===== config.mk =====
export PLATFORM = sky130hd
export DESIGN_NAME = power_domain_sequencer
export DESIGN_NICKNAME = d
export VERILOG_FILES = /design/src/rtl/power_domain_sequencer.sv
export SDC_FILE = /design/constraint.sdc
export NUM_CORES = 1
export LEC_CHECK = 0
export ABC_AREA = 0
export BUFFER_PORTS_ARGS = -buffer_cell sky130_fd_sc_hd__clkbuf_2
export CAP_MARGIN = 20
export CORE_MARGIN = 2
export CORE_UTILIZATION = 45
export DETAILED_ROUTE_END_ITERATION = 16
export PLACE_DENSITY = 0.69
export SLEW_MARGIN = 20
export SYNTH_ARGS = -nofsm -noshare
export SYNTH_HDL_FRONTEND = slang
export SYNTH_SLANG_ARGS = --single-unit

===== constraint.sdc =====
create_clock -name clk_i -period 5.5 [get_ports clk_i]
set_clock_uncertainty 0.05 [all_clocks]
set_input_delay 1.1 -clock clk_i [delete_from_list [all_inputs] [get_ports clk_i]]
set_output_delay 1.1 -clock clk_i [all_outputs]
set_load 0.005 [all_outputs]

===== src/rtl/power_domain_sequencer.sv =====
// rtl/power_domain_sequencer.sv - per-domain power/isolation/retention sequencer
module power_domain_sequencer #(
   parameter int NUM_DOMAINS = 8,
   parameter int ISO_CYCLES  = 4,
   parameter int ACK_TIMEOUT = 1023
) (
   input  logic                   clk_i,
   input  logic                   rst_ni,
   input  logic [NUM_DOMAINS-1:0] domain_req_i,
   input  logic [NUM_DOMAINS-1:0] ret_req_i,
   input  logic [NUM_DOMAINS-1:0] pwr_ack_i,
   input  logic                   err_clear_i,
   output logic [NUM_DOMAINS-1:0] pwr_en_o,
   output logic [NUM_DOMAINS-1:0] iso_o,
   output logic [NUM_DOMAINS-1:0] save_o,
   output logic [NUM_DOMAINS-1:0] restore_o,
   output logic [NUM_DOMAINS-1:0] ret_o,
   output logic [NUM_DOMAINS-1:0] domain_on_o,
   output logic                   busy_o,
   output logic [NUM_DOMAINS-1:0] timeout_err_o,
   output logic [31:0]            transition_count_o
);

   localparam int TMAX = (ISO_CYCLES > ACK_TIMEOUT) ? ISO_CYCLES : ACK_TIMEOUT;
   localparam int TW   = $clog2(TMAX + 1);
   localparam logic [TW-1:0] ISO_LAST = TW'(ISO_CYCLES - 1);
   localparam logic [TW-1:0] ACK_LAST = TW'(ACK_TIMEOUT - 1);

   typedef enum logic [3:0] {
      S_ON, S_ISO, S_SAVE, S_PD_WAIT, S_OFF, S_PU_WAIT, S_RESTORE, S_DEISO, S_ERR
   } state_e;

   logic [NUM_DOMAINS-1:0] done;     // completed ON->OFF or OFF->ON this cycle
   logic [NUM_DOMAINS-1:0] busy_vec;

   for (genvar i = 0; i < NUM_DOMAINS; i++) begin : g_dom
      state_e        state_q;
      logic [TW-1:0] timer_q;
      logic          ret_sel_q;      // retention choice latched when leaving ON
      logic          pwr_en_q;
      logic          iso_q;
      logic          save_q;
      logic          restore_q;
      logic          ret_q;
      logic          on_q;
      logic          terr_q;

      // Completion decode mirrors the FSM exits into OFF and ON
      assign done[i] = ((state_q == S_PD_WAIT) && !pwr_ack_i[i]) ||
                       ((state_q == S_DEISO) && (timer_q == ISO_LAST));
      assign busy_vec[i] = (state_q != S_ON) && (state_q != S_OFF);

      assign pwr_en_o[i]      = pwr_en_q;
      assign iso_o[i]         = iso_q;
      assign save_o[i]        = save_q;
      assign restore_o[i]     = restore_q;
      assign ret_o[i]         = ret_q;
      assign domain_on_o[i]   = on_q;
      assign timeout_err_o[i] = terr_q;

      // Domain FSM; outputs are registered alongside the state they belong to
      always_ff @(posedge clk_i or negedge rst_ni) begin
         if (!rst_ni) begin
            state_q   <= S_ON;
            timer_q   <= '0;
            ret_sel_q <= 1'b0;
            pwr_en_q  <= 1'b1;
            iso_q     <= 1'b0;
            save_q    <= 1'b0;
            restore_q <= 1'b0;
            ret_q     <= 1'b0;
            on_q      <= 1'b1;
            terr_q    <= 1'b0;
         end else begin
            save_q    <= 1'b0;
            restore_q <= 1'b0;
            if (err_clear_i) terr_q <= 1'b0;
            case (state_q)
               S_ON: begin
                  if (!domain_req_i[i]) begin
                     state_q   <= S_ISO;
                     timer_q   <= '0;
                     ret_sel_q <= ret_req_i[i];
                     iso_q     <= 1'b1;
                     on_q      <= 1'b0;
                  end
               end
               S_ISO: begin
                  if (timer_q == ISO_LAST) begin
                     timer_q <= '0;
                     if (ret_sel_q) begin
                        state_q <= S_SAVE;
                        save_q  <= 1'b1;
                     end else begin
                        state_q  <= S_PD_WAIT;
                        pwr_en_q <= 1'b0;
                     end
                  end else begin
                     timer_q <= timer_q + 1'b1;
                  end
               end
               S_SAVE: begin
                  state_q  <= S_PD_WAIT;
                  timer_q  <= '0;
                  pwr_en_q <= 1'b0;
                  ret_q    <= 1'b1;
               end
               S_PD_WAIT: begin
                  if (!pwr_ack_i[i]) begin
                     state_q <= S_OFF;
                     timer_q <= '0;
                  end else if (timer_q == ACK_LAST) begin
                     state_q <= S_ERR;
                     timer_q <= '0;
                     terr_q  <= 1'b1;
                  end else begin
                     timer_q <= timer_q + 1'b1;
                  end
               end
               S_OFF: begin
                  if (domain_req_i[i]) begin
                     state_q  <= S_PU_WAIT;
                     timer_q  <= '0;
                     pwr_en_q <= 1'b1;
                  end
               end
               S_PU_WAIT: begin
                  if (pwr_ack_i[i]) begin
                     timer_q <= '0;
                     if (ret_q) begin
                        state_q   <= S_RESTORE;
                        restore_q <= 1'b1;
                     end else begin
                        state_q <= S_DEISO;
                     end
                  end else if (timer_q == ACK_LAST) begin
                     state_q  <= S_ERR;
                     timer_q  <= '0;
                     pwr_en_q <= 1'b0;
                     terr_q   <= 1'b1;
                  end else begin
                     timer_q <= timer_q + 1'b1;
                  end
               end
               S_RESTORE: begin
                  state_q <= S_DEISO;
                  timer_q <= '0;
                  ret_q   <= 1'b0;
               end
               S_DEISO: begin
                  if (timer_q == ISO_LAST) begin
                     state_q <= S_ON;
                     timer_q <= '0;
                     iso_q   <= 1'b0;
                     on_q    <= 1'b1;
                  end else begin
                     timer_q <= timer_q + 1'b1;
                  end
               end
               S_ERR: begin
                  if (err_clear_i) begin
                     state_q <= S_OFF;
                     timer_q <= '0;
                  end
               end
               default: begin
                  state_q  <= S_ERR;
                  timer_q  <= '0;
                  pwr_en_q <= 1'b0;
                  iso_q    <= 1'b1;
                  on_q     <= 1'b0;
               end
            endcase
         end
      end
   end

   assign busy_o = |busy_vec;

   logic [5:0]  add_d;
   logic [32:0] sum_d;
   logic [31:0] count_d;
   logic [31:0] count_q;

   // Popcount of same-cycle completions, added with saturation
   always_comb begin
      add_d = '0;
      for (int k = 0; k < NUM_DOMAINS; k++) add_d = add_d + 6'(done[k]);
      sum_d   = {1'b0, count_q} + 33'(add_d);
      count_d = sum_d[32] ? 32'hFFFF_FFFF : sum_d[31:0];
   end

   // Transition counter register
   always_ff @(posedge clk_i or negedge rst_ni) begin
      if (!rst_ni) count_q <= '0;
      else         count_q <= count_d;
   end

   assign transition_count_o = count_q;

endmodule


==> flow_metrics.py, run 1 <==
metrics = {
    "logic_synthesis": {
        "avgSynthCellArea_sq_um": 8.65,
        "synth_top_area_share_pct": 38.2,
        "ys_seq_elements": 208,
        "netlist_area_sq_um": 12600,
        "syn_nets": 1507,
        "synth.largest_area_cell": "dfrtp_1",
        "yosysSeqAreaShare_pct": 41.6,
        "synth_area_leaders": "dfrtp_1, o21ai_0, nor2_1, nand2_1, buf_4",
        "ys_warn_count": 0,
        "syn_inst": 1453,
        "ys.flop_type": "dfrtp_1",
        "synth-edff-count": 0,
        "ys_types": 79,
        "async_flop_share_pct": 100,
    },
    "worst_setup_path": {
        "cp-startpoint": "g_dom[0].timer_q[5]",
        "critPathSlowestCell": "fa_1",
        "r2r_start": "g_dom[0].timer_q[5]",
        "critPathRequiredTime_ns": 5.86,
        "crit_arrival_ns": 5.44,
        "max_stage_delay_ns": 0.62,
        "critPathLaunchType": "flip-flop",
        "worstSetupEndpointType": "flip-flop",
        "path_cells": "nor4_2 > nand4b_1 > nor2_1 > nor2_1 > nor3_1 > buf_4 > fa_1 > fa_1 > inv_1 > fa_1 > fa_1 > nor2b_1 > o21ai_0 > a21boi_1 > buf_4 > o2111ai_1 > nor2_1 > mux2_2",
        "critical_path_class": "reg2reg",
        "cp_max_fo": 5,
        "crit_path_frequent_cell": "fa_1",
    },
    "drt": {
        "vias": 10530,
        "vias_per_cell": 5.60,
        "routed_wl_microns": 29200,
        "drc_errors": 0,
        "dr.first_iter.drc_count": 732,
        "drt_pass1_iterations": 5,
        "drt.antenna.violating_nets": 0,
        "avgRoutedWirePerCell_microns": 15.5,
    },
    "clock_tree": {
        "cts_buffers": 26,
        "root_buffer": "clkbuf_16",
        "clkTransAtPathRegs_ns": 0.06,
        "cts_tree": "built",
        "clk_path_buf_depth": 3,
        "clk_latency_ns": 0.52,
        "cts_sinks": 208,
        "htree_num_levels": 1,
    },
    "job": {
        "maxCapViolCount": 0,
    },
    "pwr": {
        "max-vdd-ir-drop_uv": 218,
        "power_density_nw_per_um2": 445,
        "p_leak_nw": 6.14,
    },
    "global_route": {
        "antenna_found_initial": 0,
        "grt_overflow": 0,
        "grt_max_degree": 127,
        "track_usage_pct": 20.0,
        "grt_pass1_wl_microns": 48700,
        "grt_pass1_vias": 9873,
    },
    "layout": {
        "antenna_cells": 0,
        "finalNonFillerCells": 1880,
        "drive_gt1_share_pct": 14.6,
        "syn_to_final_growth_pct": 10.3,
        "final_area_sq_um": 13900,
        "finalNetCount": 1537,
        "fillCellCount": 2640,
    },
    "timing": {
        "fmax_mhz": 197,
        "slew_viol_final": 0,
        "setup_viol": 0,
        "fin_ws_ns": 0.418,
        "fin_setup_tns_ns": 0,
        "tightest_slew_ns": 0.960,
        "finalHoldViolCount": 0,
        "timing.final.crit_period_ns": 5.08,
        "rsz0062_at_grt": "false",
        "fin_crit_sh_pct": 92.4,
        "slew_headroom_pct": 36.0,
    },
    "place": {
        "dp_slack_ns": 0.0194,
        "io_buffers": 115,
        "post-dp-hpwl_microns": 20100,
        "postPlaceCellArea_sq_um": 13000,
        "place_inst": 1831,
        "gp_congestion": 0.871,
    },
    "outcome": {
        "status": "finished clean",
    },
    "min_path": {
        "hold_class": "reg2reg",
        "hp-start": "g_dom[2].on_q",
    },
    "die": {
        "die_y_microns": 171,
        "start_util_pct": 45.5,
        "die_w_microns": 171,
        "pin_count": 116,
        "num_rows": 61,
        "core-area_sq_um": 27600,
        "die-area_sq_um": 29300,
    },
}
## logic make-up after synthesis
family	Yosys count	synth area share, %
simple gates	619	25.4
compound gates	334	16.6
flops	208	41.6
buf+inv	180	7.19
xor+xnor	69	4.81
fa+ha+maj	27	2.99
mux	16	1.41
## layer usage
| metal | vias up | GRT usage (%) | share of wire (%) |
|---|---|---|---|
| met4 | 0 | 5.31 | 2.2 |
| met3 | 48 | 3.45 | 5.4 |
| met5 | - | 0 | 0 |
| met1 | 5039 | 28.3 | 47 |
| met2 | 252 | 31.8 | 45 |
| li1 | 5191 | - | - |
## synth_stat cells, types with 27 or more instances
cell type	count
o31ai_1	27
nand2_1	133
nand2b_1	36
buf_4	56
xor2_1	46
nor2_1	152
clkbuf_1	62
dfrtp_1	192
nor3_1	42
a21oi_1	64
nand3_1	62
inv_1	49
o21ai_0	120
nor2b_1	31
## worst max-delay path: cells and delay by family (launching register included)
kind / cells / cell delay (ns)
buffers and inverters: 3 / 0.43
and+or+nand+nor: 7 / 1.25
DFF: 1 / 0.42
AOI/OAI and AO/OA: 3 / 0.47
adders and majority gates: 4 / 2.02
muxes: 1 / 0.34
## repair_timing
action | in CTS | in global routing
resized for setup | 0 | 3
buffers inserted | 0 | 2
hold buffers | 0 | 0
setup endpoints to repair | 0 | 31
## state kept, by name (all words and copies together), names as in the netlist
| name | cells |
|---|---|
| g_dom.pwr_en_q | 8 |
| g_dom.ret_sel_q | 8 |
| g_dom.state_q | 32 |
| g_dom.iso_q | 8 |
| g_dom.timer_q | 80 |
| g_dom.ret_q | 8 |
| g_dom.save_q | 8 |
| g_dom.on_q | 8 |
| g_dom.terr_q | 8 |
| transition_count_o | 32 |
| g_dom.restore_q | 8 |
## cell usage in the layout (no fill, tap or decap), types with 22 or more instances in the layout
| master | count |
|---|---|
| nor2b_1 | 31 |
| ha_1 | 22 |
| xor2_1 | 46 |
| nand2b_1 | 36 |
| clkbuf_2 | 114 |
| nand3_1 | 62 |
| and3_1 | 23 |
| o21ai_0 | 120 |
| clkbuf_16 | 27 |
| nor2_1 | 152 |
| nand2_1 | 133 |
| inv_1 | 49 |
| nor3_1 | 42 |
| xnor2_1 | 23 |
| a21oi_1 | 64 |
| nand4_1 | 26 |
| o31ai_1 | 27 |
| dfrtp_1 | 192 |
## power by group
group / switching [mW] / leakage (nW) / total, mW / internal, mW
Clock: 0.640 / 0.403 / 1.60 / 0.963
Combinational: 1.29 / 3.07 / 2.22 / 0.935
Sequential: 0.492 / 2.67 / 2.34 / 1.84
Total: 2.42 / 6.14 / 6.16 / 3.74
## cell type report
type                    instances  area [sq um]  share of cell area, %
clock buffers                  41           778                   5.61
clock inverters                 6          30.0                  0.217
inverters                      49           184                   1.33
multi-input cells            1065          6450                   46.5
flip-flops and latches        208          5230                   37.7
well taps                     378           473                   3.41
repair buffers                133           721                   5.20
## metrics by stage
step / total power [mW] / hold WS, ns / util (%)
after floorplan: 4.02 / 0.398 / -
after global placement: 4.52 / 0.408 / 47.1
after detailed placement: 4.56 / 0.421 / 47.1
after CTS: 6.20 / 0.429 / 50.1
after global routing: 6.65 / 0.454 / 50.2
final: 6.16 / 0.432 / 50.2
## path summary, 6_finish.rpt
check / to / slack (ns) / depth (start not counted)
worst max-delay path: transition_count_o[31] / 0.42 / 18
worst max register to register: transition_count_o[31] / 0.42 / 18
worst min-delay path: g_dom[2].on_q / 0.43 / 2
max in group asynchronous: g_dom[6].on_q / 3.66 / 2
worst min register to register: g_dom[2].on_q / 0.43 / 2
min in group asynchronous: g_dom[4].timer_q[9] / 0.63 / 1
Note: power is estimated with default switching activity, not from simulation.
==> inputs of run 2 (changes only) <==
Settings changed: CORE_ASPECT_RATIO set to 2.
==> flow_metrics.py, run 2 (synthesized netlist as in run 1, its figures left out) <==
metrics = {
    "clock_tree": {
        "cts_sinks": 208,
        "clkTransAtPathRegs_ns": 0.07,
        "cts_tree": "built",
        "htree_num_levels": 1,
        "cts_buffers": 21,
        "post_cts_buffers": 0,
        "clk_path_buf_depth": 3,
        "postCtsHoldBufs": 0,
        "clk_latency_ns": 0.51,
        "root_buffer": "clkbuf_16",
        "cts_resized": 0,
    },
    "die": {
        "start_util_pct": 45.6,
        "die-area_sq_um": 29400,
        "pin_count": 116,
        "core-area_sq_um": 27500,
        "num_rows": 86,
        "die_w_microns": 122,
        "die_y_microns": 240,
    },
    "place": {
        "io_buffers": 115,
        "postPlaceCellArea_sq_um": 13000,
        "gp_congestion": 0.861,
        "place_inst": 1804,
        "post-dp-hpwl_microns": 22800,
        "dp_slack_ns": 0.234,
    },
    "layout": {
        "finalNetCount": 1529,
        "final_util_pct": 49.8,
        "mostFrequentLayoutCell": "dfrtp_1",
        "drive_gt1_share_pct": 14.1,
        "antenna_cells": 0,
        "largest-register": "g_dom.timer_q",
        "final_area_sq_um": 13700,
        "layout_common_cells": "dfrtp_1, nor2_1, nand2_1, o21ai_0, clkbuf_2",
        "syn_to_final_growth_pct": 9.14,
        "largest_reg_flops": 80,
        "finalNonFillerCells": 1841,
    },
    "drt": {
        "vias_per_cell": 5.76,
        "drt.antenna.violating_nets": 0,
        "routed_wl_microns": 31400,
        "drc_errors": 0,
        "vias": 10595,
        "avgRoutedWirePerCell_microns": 17.1,
        "drt_pass1_iterations": 5,
        "dr.first_iter.drc_count": 780,
    },
    "pwr": {
        "p_leak_nw": 6.07,
        "max-vdd-ir-drop_uv": 279,
        "power_density_nw_per_um2": 442,
    },
    "timing": {
        "fmax_mhz": 198,
        "fin_setup_tns_ns": 0,
        "finalHoldViolCount": 0,
        "timing.final.crit_period_ns": 5.04,
        "fin_ws_ns": 0.461,
        "slew_viol_final": 0,
        "fin_crit_sh_pct": 91.6,
        "rsz0062_at_grt": "false",
        "slew_headroom_pct": 30.3,
        "setup_viol": 0,
        "tightest_slew_ns": 1.04,
    },
    "worst_setup_path": {
        "cp-startpoint": "g_dom[0].timer_q[5]",
        "r2r_start": "g_dom[0].timer_q[5]",
        "worstRegToRegCells": 18,
        "crit_arrival_ns": 5.45,
        "cp_max_fo": 12,
        "critPathRequiredTime_ns": 5.91,
        "critPathLaunchType": "flip-flop",
        "critical_path_class": "reg2reg",
        "worstSetupEndpointType": "flip-flop",
    },
    "global_route": {
        "grt_max_degree": 136,
        "use_met1_pct": 24.3,
        "grt_pass1_vias": 10371,
        "top_usage_layer": "met2",
        "track_usage_pct": 21.5,
        "grt_overflow": 0,
        "met3_usage_pct": 2.63,
        "grtUsageMet2_pct": 40.2,
        "antenna_found_initial": 0,
        "grt_pass1_wl_microns": 51400,
    },
    "outcome": {
        "status": "finished clean",
    },
    "job": {
        "maxCapViolCount": 0,
    },
    "min_path": {
        "whs_path_depth": 2,
        "hold_class": "reg2reg",
        "hp-start": "g_dom[2].on_q",
    },
}
-- run 2: power by group --
part / internal (mW) / switching (mW)
registers: 1.84 / 0.491
logic: 0.929 / 1.30
clock network: 0.862 / 0.631
total: 3.63 / 2.43
-- run 2: routing by layer --
metal,wire (microns),part of all wire (%)
met5,0,0
met4,1060,3.4
met3,1250,4.0
met2,16900,54
met1,12200,39
-- run 2: metrics by stage --
stage | hold slack, ns | power (mW)
4_1_cts | 0.440 | 6.11
3_3_place_gp | 0.418 | 4.54
6_report | 0.437 | 6.06
2_1_floorplan | 0.398 | 4.02
5_1_grt | 0.452 | 6.53
3_5_place_dp | 0.429 | 4.59
-- run 2: final timing paths --
| path | to | slack, ns |
|---|---|---|
| setup / recovery | transition_count_o[19] | 0.46 |
| hold / removal | g_dom[2].on_q | 0.44 |
| setup reg to reg | transition_count_o[19] | 0.46 |
| hold reg to reg | g_dom[2].on_q | 0.44 |
| max in group asynchronous | g_dom[2].ret_sel_q | 3.65 |
| min in group asynchronous | g_dom[6].save_q | 0.55 |
-- run 2: final cells by class --
type | count | area [sq um]
clock buffer | 24 | 547
clock inverter | 13 | 159
fill | 2665 | 13800
inverter | 49 | 184
multi-input combinational | 1065 | 6440
sequential | 208 | 5230
tap | 352 | 440
timing repair buffer | 130 | 722
-- run 2: critical path, cell delays in order (launching register included) --
cell,delay (ns)
dfrtp_1,0.42
nor4_1,0.32
nand4b_1,0.25
nor2_1,0.14
nor2_1,0.05
nor3_1,0.21
buf_4,0.17
fa_1,0.47
fa_1,0.55
inv_1,0.05
fa_1,0.50
fa_1,0.47
nor2b_1,0.11
o21ai_0,0.10
a21boi_0,0.27
buf_4,0.24
o2111ai_1,0.17
or3_1,0.36
nand3_1,0.09
